File: src/rtl/spi_slave_tx_fifo_if.sv
// Bundle of the SPI pins and the TX push port of spi_slave_tx_fifo.
// The slave modport is the peripheral side; master is the controller/producer side.
interface spi_slave_tx_fifo_if #(
  parameter int WIDTH = 8,
  parameter int DEPTH = 4
);
  logic                     spi_sck;
  logic                     spi_csn;
  logic                     spi_sdo;
  logic [WIDTH-1:0]         tx_data;
  logic                     tx_valid;
  logic                     tx_ready;
  logic [$clog2(DEPTH):0]   level;
  logic                     underrun;
  logic                     active;

  modport slave (
    input  spi_sck, spi_csn, tx_data, tx_valid,
    output spi_sdo, tx_ready, level, underrun, active
  );

  modport master (
    output spi_sck, spi_csn, tx_data, tx_valid,
    input  spi_sdo, tx_ready, level, underrun, active
  );
endinterface

File: src/rtl/spi_slave_tx_fifo.sv
// Oversampled SPI peripheral transmitter: SCK/CSN are synchronised into clk and words
// from a small TX FIFO are shifted out on SDO; an empty FIFO sends IDLE_WORD.
module spi_slave_tx_fifo #(
  parameter int               WIDTH     = 8,
  parameter int               DEPTH     = 4,
  parameter int               CPOL      = 0,
  parameter int               CPHA      = 0,
  parameter int               LSB_FIRST = 0,
  parameter logic [WIDTH-1:0] IDLE_WORD = '0
) (
  input logic               clk,
  input logic               rst_n,
  spi_slave_tx_fifo_if.slave bus
);

  localparam int             AW       = $clog2(DEPTH);
  localparam int             CW       = $clog2(WIDTH);
  localparam logic           IDLE_LVL = (CPOL != 0);
  localparam logic           PHA      = (CPHA != 0);
  localparam logic [CW-1:0]  LAST_BIT = CW'(WIDTH - 1);
  localparam logic [AW:0]    FULL_LVL = (AW+1)'(DEPTH);

  logic [WIDTH-1:0] mem [DEPTH];
  logic [AW-1:0]    wr_ptr, rd_ptr;
  logic [AW:0]      count;

  logic             sck_p0, sck_p1, sck_p2;
  logic             csn_p0, csn_p1, csn_p2;
  logic [WIDTH-1:0] shreg;
  logic [CW-1:0]    bit_cnt;
  logic             need_load;
  logic             underrun_r;

  logic             csn_fall, csn_rise, sck_en, lead, trail, sample, launch;
  logic             empty, full, load, push, pop;
  logic [WIDTH-1:0] load_word;

  function automatic logic [WIDTH-1:0] shift_out(input logic [WIDTH-1:0] w);
    if (LSB_FIRST != 0) shift_out = {1'b0, w[WIDTH-1:1]};
    else                shift_out = {w[WIDTH-2:0], 1'b0};
  endfunction

  function automatic logic out_bit(input logic [WIDTH-1:0] w);
    if (LSB_FIRST != 0) out_bit = w[0];
    else                out_bit = w[WIDTH-1];
  endfunction

  // Edge detection on synced values; a csn edge in the same clk suppresses any sck edge.
  always_comb begin
    csn_fall  = csn_p2 & ~csn_p1;
    csn_rise  = ~csn_p2 & csn_p1;
    sck_en    = ~csn_p2 & ~csn_p1;
    lead      = sck_en && (sck_p2 == IDLE_LVL) && (sck_p1 != IDLE_LVL);
    trail     = sck_en && (sck_p2 != IDLE_LVL) && (sck_p1 == IDLE_LVL);
    sample    = PHA ? trail : lead;
    launch    = PHA ? lead  : trail;
    empty     = (count == '0);
    full      = (count == FULL_LVL);
    load      = (csn_fall && !PHA) || (launch && need_load);
    pop       = load && !empty;
    push      = bus.tx_valid && !full;
    load_word = empty ? IDLE_WORD : mem[rd_ptr];
  end

  // Stage p0/p1: synchroniser; stage p2: previous synced value for edge detection.
  always_ff @(posedge clk or negedge rst_n) begin
    if (!rst_n) begin
      sck_p0 <= IDLE_LVL;
      sck_p1 <= IDLE_LVL;
      sck_p2 <= IDLE_LVL;
      csn_p0 <= 1'b1;
      csn_p1 <= 1'b1;
      csn_p2 <= 1'b1;
    end else begin
      sck_p0 <= bus.spi_sck;
      sck_p1 <= sck_p0;
      sck_p2 <= sck_p1;
      csn_p0 <= bus.spi_csn;
      csn_p1 <= csn_p0;
      csn_p2 <= csn_p1;
    end
  end

  always_ff @(posedge clk) begin
    if (push) mem[wr_ptr] <= bus.tx_data;
  end

  always_ff @(posedge clk or negedge rst_n) begin
    if (!rst_n) begin
      wr_ptr <= '0;
      rd_ptr <= '0;
      count  <= '0;
    end else begin
      if (push) wr_ptr <= wr_ptr + 1'b1;
      if (pop)  rd_ptr <= rd_ptr + 1'b1;
      case ({push, pop})
        2'b10:   count <= count + 1'b1;
        2'b01:   count <= count - 1'b1;
        default: count <= count;
      endcase
    end
  end

  // Shift engine: an aborted word is simply dropped, never pushed back.
  always_ff @(posedge clk or negedge rst_n) begin
    if (!rst_n) begin
      shreg      <= '0;
      bit_cnt    <= '0;
      need_load  <= 1'b0;
      underrun_r <= 1'b0;
    end else begin
      underrun_r <= load && empty;
      if (csn_fall) begin
        bit_cnt   <= '0;
        need_load <= PHA;
        shreg     <= PHA ? '0 : load_word;
      end else if (csn_rise) begin
        bit_cnt   <= '0;
        need_load <= 1'b0;
      end else begin
        if (sample) begin
          if (bit_cnt == LAST_BIT) begin
            bit_cnt   <= '0;
            need_load <= 1'b1;
          end else begin
            bit_cnt <= bit_cnt + 1'b1;
          end
        end
        if (launch) begin
          if (need_load) begin
            shreg     <= load_word;
            need_load <= 1'b0;
          end else begin
            shreg <= shift_out(shreg);
          end
        end
      end
    end
  end

  assign bus.spi_sdo  = ~csn_p2 & out_bit(shreg);
  assign bus.tx_ready = ~full;
  assign bus.level    = count;
  assign bus.underrun = underrun_r;
  assign bus.active   = ~csn_p2;

endmodule

File: src/flat_wrapper.sv
// flat-port wrapper written by rule: the top's interface ports become plain ports
module spi_slave_tx_fifo_flat 
#(
  parameter int               WIDTH     = 8,
  parameter int               DEPTH     = 4,
  parameter int               CPOL      = 0,
  parameter int               CPHA      = 0,
  parameter int               LSB_FIRST = 0,
  parameter logic [WIDTH-1:0] IDLE_WORD = '0
)
  (clk, rst_n, bus_spi_sck, bus_spi_csn, bus_tx_data, bus_tx_valid, bus_spi_sdo, bus_tx_ready, bus_level, bus_underrun, bus_active);
  spi_slave_tx_fifo_if #(.WIDTH(WIDTH), .DEPTH(DEPTH)) bus_i ();
  input logic clk;
  input logic rst_n;
  input wire logic [$bits(bus_i.spi_sck)-1:0] bus_spi_sck;
  input wire logic [$bits(bus_i.spi_csn)-1:0] bus_spi_csn;
  input wire logic [$bits(bus_i.tx_data)-1:0] bus_tx_data;
  input wire logic [$bits(bus_i.tx_valid)-1:0] bus_tx_valid;
  output wire logic [$bits(bus_i.spi_sdo)-1:0] bus_spi_sdo;
  output wire logic [$bits(bus_i.tx_ready)-1:0] bus_tx_ready;
  output wire logic [$bits(bus_i.level)-1:0] bus_level;
  output wire logic [$bits(bus_i.underrun)-1:0] bus_underrun;
  output wire logic [$bits(bus_i.active)-1:0] bus_active;
  assign bus_i.spi_sck = bus_spi_sck;
  assign bus_i.spi_csn = bus_spi_csn;
  assign bus_i.tx_data = bus_tx_data;
  assign bus_i.tx_valid = bus_tx_valid;
  assign bus_spi_sdo = bus_i.spi_sdo;
  assign bus_tx_ready = bus_i.tx_ready;
  assign bus_level = bus_i.level;
  assign bus_underrun = bus_i.underrun;
  assign bus_active = bus_i.active;
  spi_slave_tx_fifo #(.WIDTH(WIDTH), .DEPTH(DEPTH), .CPOL(CPOL), .CPHA(CPHA), .LSB_FIRST(LSB_FIRST), .IDLE_WORD(IDLE_WORD)) u_core (.clk(clk), .rst_n(rst_n), .bus(bus_i));
endmodule
File: config.mk
export PLATFORM = sky130hd
export DESIGN_NAME = spi_slave_tx_fifo_flat
export DESIGN_NICKNAME = d
export VERILOG_FILES = /design/src/rtl/spi_slave_tx_fifo_if.sv /design/src/rtl/spi_slave_tx_fifo.sv /design/src/flat_wrapper.sv
export SDC_FILE = /design/constraint.sdc
export NUM_CORES = 1
export LEC_CHECK = 0
export BUFFER_PORTS_ARGS = -buffer_cell sky130_fd_sc_hd__buf_2
export CELL_PAD_IN_SITES_DETAIL_PLACEMENT = 1
export CELL_PAD_IN_SITES_GLOBAL_PLACEMENT = 2
export CORE_MARGIN = 2
export CORE_UTILIZATION = 48
export CTS_BUF_LIST = sky130_fd_sc_hd__clkbuf_4 sky130_fd_sc_hd__clkbuf_8
export DETAILED_ROUTE_END_ITERATION = 16
export MAX_ROUTING_LAYER = met4
export PLACE_DENSITY = 0.83
export SYNTH_ARGS = -nofsm -noshare
export SYNTH_HDL_FRONTEND = slang
export SYNTH_SLANG_ARGS = --single-unit
File: constraint.sdc
create_clock -name clk -period 4.1 [get_ports clk]
set_input_delay 0.615 -clock clk [delete_from_list [all_inputs] [get_ports clk]]
set_output_delay 0.615 -clock clk [all_outputs]
set_load 0.1 [all_outputs]
After elaboration in Yosys (flattened, before gate mapping)
Memories as Yosys holds them, arrays and structs flattened.
Cells that the tools add are included.
{ "classes": {"n_addsub": 5, "n_eq_ne": 5, "mux": 18, "bitwise_logic": 9, "n_reduce_logical": 16} }
{ "ops": {"columns": ["operator", "n"], "rows": [
  ["$mux W8", 5],
  ["$mux W3", 4],
  ["$logic_and A1 B1 Y1", 8],
  ["$mux W1", 8],
  ["$add A3 B1 Y3 const B", 2],
  ["$eq A3 B3 Y1 const B", 2],
  ["$pmux W3 S2", 1],
  ["$not A1 Y1", 5],
  ["$add A2 B1 Y2 const B", 2],
  ["$and A1 B1 Y1", 4],
  ["$reduce_bool A2 Y1", 2],
  ["$logic_not A3 Y1", 1],
  ["$reduce_bool A3 Y1", 1],
  ["$sub A3 B1 Y3 const B", 1],
  ["$eq A2 B1 Y1 const B", 1],
  ["$eq A2 B2 Y1 const B", 1],
  ["$logic_not A1 Y1", 2],
  ["$ne A2 B1 Y1 const B", 1],
  ["$reduce_and A2 Y1", 1],
  ["$logic_or A1 B1 Y1", 1]
]} }
{ "word_totals": {"ff_bits": 26, "ramBits": 32, "inputBits": 13, "output_inout_bits": 7, "elab_cells": 67, "mem_count": 1} }
{ "memory_table": {"columns": ["memory", "depth", "width", "read_ports", "rd_clocked_by_memory_dff", "wr", "line_no", "rtl"], "rows": [
  ["u_core.mem", 4, 8, 1, 0, 1, "spi_slave_tx_fifo.sv:23", "logic [WIDTH-1:0] mem [DEPTH];"]
]} }

Depth between registers and ports, before layout
{ "logic_depth": {"depth_word": 9, "mapped_depth": 10, "depth_no_buf": 10} }

Worst setup path after synthesis
Ideal clock, no wire load.
{ "synth_path": {"kind": "register to register", "start": "register u_core.count[2], in the netlist u_core.bus.level[2]", "end": "register u_core.count[2], in the netlist u_core.bus.level[2]", "setup_ps": 163, "arrival_time_ps": 3462, "required_time_ps": 3937, "path_slack_ps": 476, "path_stages_with_launch": 10, "n_path_buf": 0, "period_less_slack_ps": 3624, "path_cell_list": "dfrtp_1 -> nand3_1 -> and2_1 -> inv_1 -> ha_1 -> inv_1 -> fa_1 -> xor2_1 -> nor2_1 -> xor2_1"} }
{ "synth_between": {"elab_chain_cells": 5, "elab_cells_between_ends": 12, "classes_between": "add/sub: 2; eq/ne: 3; mux: 1; reduce/logical: 6"} }
{ "synth_lines": {"columns": ["item", "line_no", "rtl"], "rows": [
  ["start: declaration", "spi_slave_tx_fifo.sv:25", "logic [AW:0] count;"],
  ["start signal: assignment", "spi_slave_tx_fifo.sv:97", "2'b10: count <= count + 1'b1;"],
  ["start signal: assignment", "spi_slave_tx_fifo.sv:98", "2'b01: count <= count - 1'b1;"],
  ["start signal: assignment", "spi_slave_tx_fifo.sv:99", "default: count <= count;"],
  ["$eq A3 B3 Y1 / $logic_not A3 Y1 (equally long branches)", "spi_slave_tx_fifo.sv:58, spi_slave_tx_fifo.sv:57", null],
  ["$logic_not A1 Y1 (on tied branches)", "spi_slave_tx_fifo.sv:61, spi_slave_tx_fifo.sv:60", null],
  ["$logic_and A1 B1 Y1 (on tied branches)", "spi_slave_tx_fifo.sv:61, spi_slave_tx_fifo.sv:60", null],
  ["$eq A2 B1 Y1 / $eq A2 B2 Y1 (equally long branches)", "spi_slave_tx_fifo.sv:96", "case ({push, pop})"],
  ["$pmux W3 S2 / $reduce_bool A2 Y1 (equally long branches)", null, null]
]} }
Parallel ways exist; a longest one is shown, timed or not.
A chain may end at the register's enable or synchronous reset.

Worst setup path after layout
{ "layout_path": {"start": "register u_core.sck_p1", "end": "register u_core.count[2], in the netlist u_core.bus.level[2]"} }
{ "layout_between": {"elab_chain_cells": 7, "elab_cells_between_ends": 9, "classes_between": "eq/ne: 2; mux: 1; bitwise: 1; reduce/logical: 5"} }
{ "layout_lines": {"columns": ["item", "line_no", "rtl"], "rows": [
  ["start: declaration", "spi_slave_tx_fifo.sv:27", "logic sck_p0, sck_p1, sck_p2;"],
  ["start signal: assignment", "spi_slave_tx_fifo.sv:76", "sck_p1 <= sck_p0;"],
  ["$not A1 Y1 *", "spi_slave_tx_fifo.sv:54", "trail = sck_en && (sck_p2 != IDLE_LVL) && (sck_p1 == IDLE_LVL);"],
  ["$logic_and A1 B1 Y1 *", "spi_slave_tx_fifo.sv:54", null],
  ["$logic_and A1 B1 Y1 *", "spi_slave_tx_fifo.sv:59", "load = (csn_fall && !PHA) || (launch && need_load);"],
  ["$logic_or A1 B1 Y1 *", "spi_slave_tx_fifo.sv:59", null],
  ["$logic_and A1 B1 Y1 *", "spi_slave_tx_fifo.sv:60", "pop = load && !empty;"],
  ["via u_core.pop", "spi_slave_tx_fifo.sv:35", "logic empty, full, load, push, pop;"],
  ["$eq A2 B1 Y1 / $eq A2 B2 Y1 (equally long branches)", "spi_slave_tx_fifo.sv:96", null],
  ["$pmux W3 S2 / $reduce_bool A2 Y1 (equally long branches)", null, null]
]} }
The timed path passes the listed nets; every way through them passes the cells marked *.

==> out/qor.yml <==
p_int_mw: 1.22
fin_crit_sh_pct: 61.3
path_common_cell: "xor2_1"
fill_cells: 468
setup_viol_count_final: 0
outcome: "finished, final reports clean"
grt_pass1_wl_mm: 7.47
r2r_setup_slack_ns: 1.59
route.vias.total: 1324
boundaryPins: 20
die_area_sq_mm: 0.00556
ys_types: 31
ys.flop_type: "edfxtp_1"
synth-seq-cells: 58
crit_buf_inv: 1
hp-class: "in2async"
multi_input_area_sq_um: 713
irDropWorstVdd_v: 0.000579
die_w_um: 74.6
reg2reg_to: "u_core.bus.level[2]"
clock-sinks: 58
rsz0062_at_grt: "no"
p_sw_mw: 0.691
power_leakage_nw: 1.09
drt_first_iter_violations: 44
slew_headroom_pct: 59.4
swShare_pct: 36.2
slew_violations: 0
synth_area_sq_mm: 0.00239
port_buffers: 19
worst-path-stages: 9
fp.dieH_um: 74.6
p_per_area_mw_per_mm2: 696
slowest_stage: "dfrtp_1"
syn_inst: 152
finClkSkew_ns: 0.00559
period_needed_ns: 2.51
drv_cap: 0
pwr-share-seq_pct: 44.9
crit_required_ns: 4.36
drt_pass1_iterations: 4
ys_warn_count: 0
timing.critical_path.to: "u_core.bus.level[2]"
antenna_cells: 0
synth_top_area_share_pct: 40.2
wl_per_cell_um: 17.9
crit_arrival_ns: 2.77
grt_max_degree: 27
postCtsHoldBufs: 0
globalplace.congestion: 0.799
layout-drive-gt1-share_pct: 28.3
syn_nets: 173
fmax_ghz: 0.398
cp-start-kind: "flip-flop"
gr-total-overflow: 0
synth-async-reset-ratio_pct: 44.8
routed_wl_mm: 4.49
syn2layout_area_growth_pct: 14.9
critPathKind: "reg2reg"
worstSetupEndpointType: "flip-flop"
synth-edff-count: 32
core-area_sq_mm: 0.00475
cts_buffers: 9
max_slew.worst_pin.slew_ns: 0.609
regArea_sq_mm: 0.00162
combPwrFrac_pct: 27.6
rows: 25
postCtsSetupBuffers: 0
cp_slowest_stage_delay_ns: 0.42
viasPerCell: 5.27
grt_pass1_vias: 1542
yosysSeqAreaShare_pct: 67.5
clk_path_buf_depth: 2
fin_setup_tns_ns: 0
grt.total_usage_pct: 20.0
synthTopCellsByArea: "edfxtp_1, dfrtp_1, mux4_2"
crit_start: "u_core.sck_p1"
cp_cell_sequence: "or2b_1 -> a21oi_4 -> and2_4 -> ha_1 -> inv_1 -> fa_1 -> xor2_1 -> nor2_1 -> xor2_1"
grt_antenna_before_repair: 0
start_util_pct: 50.3
r2r.worst_path.cells: 9
clock_latency_ns: 0.34
cts_htree_levels: 3
hold_viol_final: 0
clk_pin_slew_worst_paths_ns: 0.07
final_area_sq_mm: 0.00275
post_dp_cell_area_sq_mm: 0.00254
drc: 0
r2r-start: "u_core.sck_p1"
power.share.clock_pct: 27.5
nNetsFinal: 200
ant_nets: 0
avgSynthCellArea_sq_um: 15.7
crit_fanout: 17
path_delay_family: "simple AND/OR/NAND/NOR gates"
cts_resized: 0
cts_root_buffer: "clkbuf_8"
cts_tree: "built"
dp_hpwl_mm: 3.04
post-synth-top-area-cell: "edfxtp_1"
-- through the flow --
step                power, mW  std cells  hold WS [ns]  util [%]  worst slack [ns]
finish                   1.91        251         0.279      57.8              1.59
global route             2.01        251         0.306      57.8              1.42
CTS                      1.94        251         0.284      57.8              1.57
detailed placement       1.40        235         0.346      53.5              1.59
global placement         1.37        235         0.351      53.5              1.74
floorplan                1.27        152         0.319         -             0.476
-- kinds of logic (layout without fill, tap and decap cells) --
logic type,count (synthesis),after routing,share of synthesized area (%)
xor gates and xnor gates,6,6,2.20
AOI/OAI and AO/OA,26,26,7.43
muxes,12,12,9.26
buffers and inverters,13,45,2.67
adders and majority gates,8,8,4.50
DFF,58,58,67.5
and+or+nand+nor,29,29,6.43
-- synth_stat cells, drive strengths merged, types with 2 or more instances --
| cell | n |
|---|---|
| a21oi | 13 |
| a22oi | 7 |
| and2 | 2 |
| and3 | 5 |
| buf | 2 |
| dfrtp | 23 |
| dfstp | 3 |
| edfxtp | 32 |
| ha | 7 |
| inv | 10 |
| mux2i | 3 |
| mux4 | 8 |
| nand2b | 2 |
| nand3 | 6 |
| nor2 | 9 |
| nor3 | 2 |
| o21ai | 5 |
| xnor2 | 3 |
| xor2 | 3 |
-- worst min path at each step --
stage                              from           endpoint  slack [ns]  depth (start not counted)
final                             rst_n  u_core.bit_cnt[0]        0.28                          1
after global routing              rst_n      u_core.sck_p2        0.31                          1
after CTS                         rst_n  u_core.bit_cnt[0]        0.28                          1
after detailed placement  u_core.sck_p0      u_core.sck_p1        0.35                          0
after global placement    u_core.csn_p0      u_core.csn_p1        0.35                          0
after floorplan                   rst_n  u_core.bit_cnt[0]        0.32                          0
-- final cells by class --
type | instances | share of cell area [%]
clock buffer | 9 | 4.51
sequential | 58 | 58.8
tap | 67 | 3.05
inverter | 10 | 1.37
multi-input combinational | 81 | 26.0
clock inverter | 7 | 2.87
timing repair buffer | 19 | 3.46
-- flip-flops by register name, indices dropped and copies added (netlist names), 2 cells and up --
| signal | flops |
|---|---|
| u_core.shreg | 8 |
| u_core.bus.level | 3 |
| u_core.mem | 32 |
| u_core.rd_ptr | 2 |
| u_core.bit_cnt | 3 |
| u_core.wr_ptr | 2 |
-- per-layer routing --
metal  global-route usage (%)  up-vias  wire length [um]
met5                        -        -                 0
met4                     10.3        0                93
met3                     7.86        9               198
met2                     32.8       25              2430
met1                     20.8      674              1770
li1                         -      616                 -
-- layout by cell type, fill, tap and decap left out, types with 5 or more instances in the layout --
cell type / n
dfrtp_1: 23
nor2_1: 9
clkbuf_8: 9
o21ai_0: 5
inv_1: 9
ha_1: 7
mux4_2: 8
buf_2: 19
edfxtp_1: 32
and3_1: 5
nand3_1: 6
a22oi_1: 7
a21oi_1: 10
-- power groups by stage --
stage | Combinational [mW] | Clock (mW) | Sequential (mW)
floorplan | 0.351 | 0 | 0.924
global route | 0.573 | 0.564 | 0.876
finish | 0.528 | 0.526 | 0.857
global placement | 0.516 | 0 | 0.857
CTS | 0.537 | 0.538 | 0.860
detailed placement | 0.532 | 0 | 0.871
No activity file was read; power rests on OpenSTA's default activity.
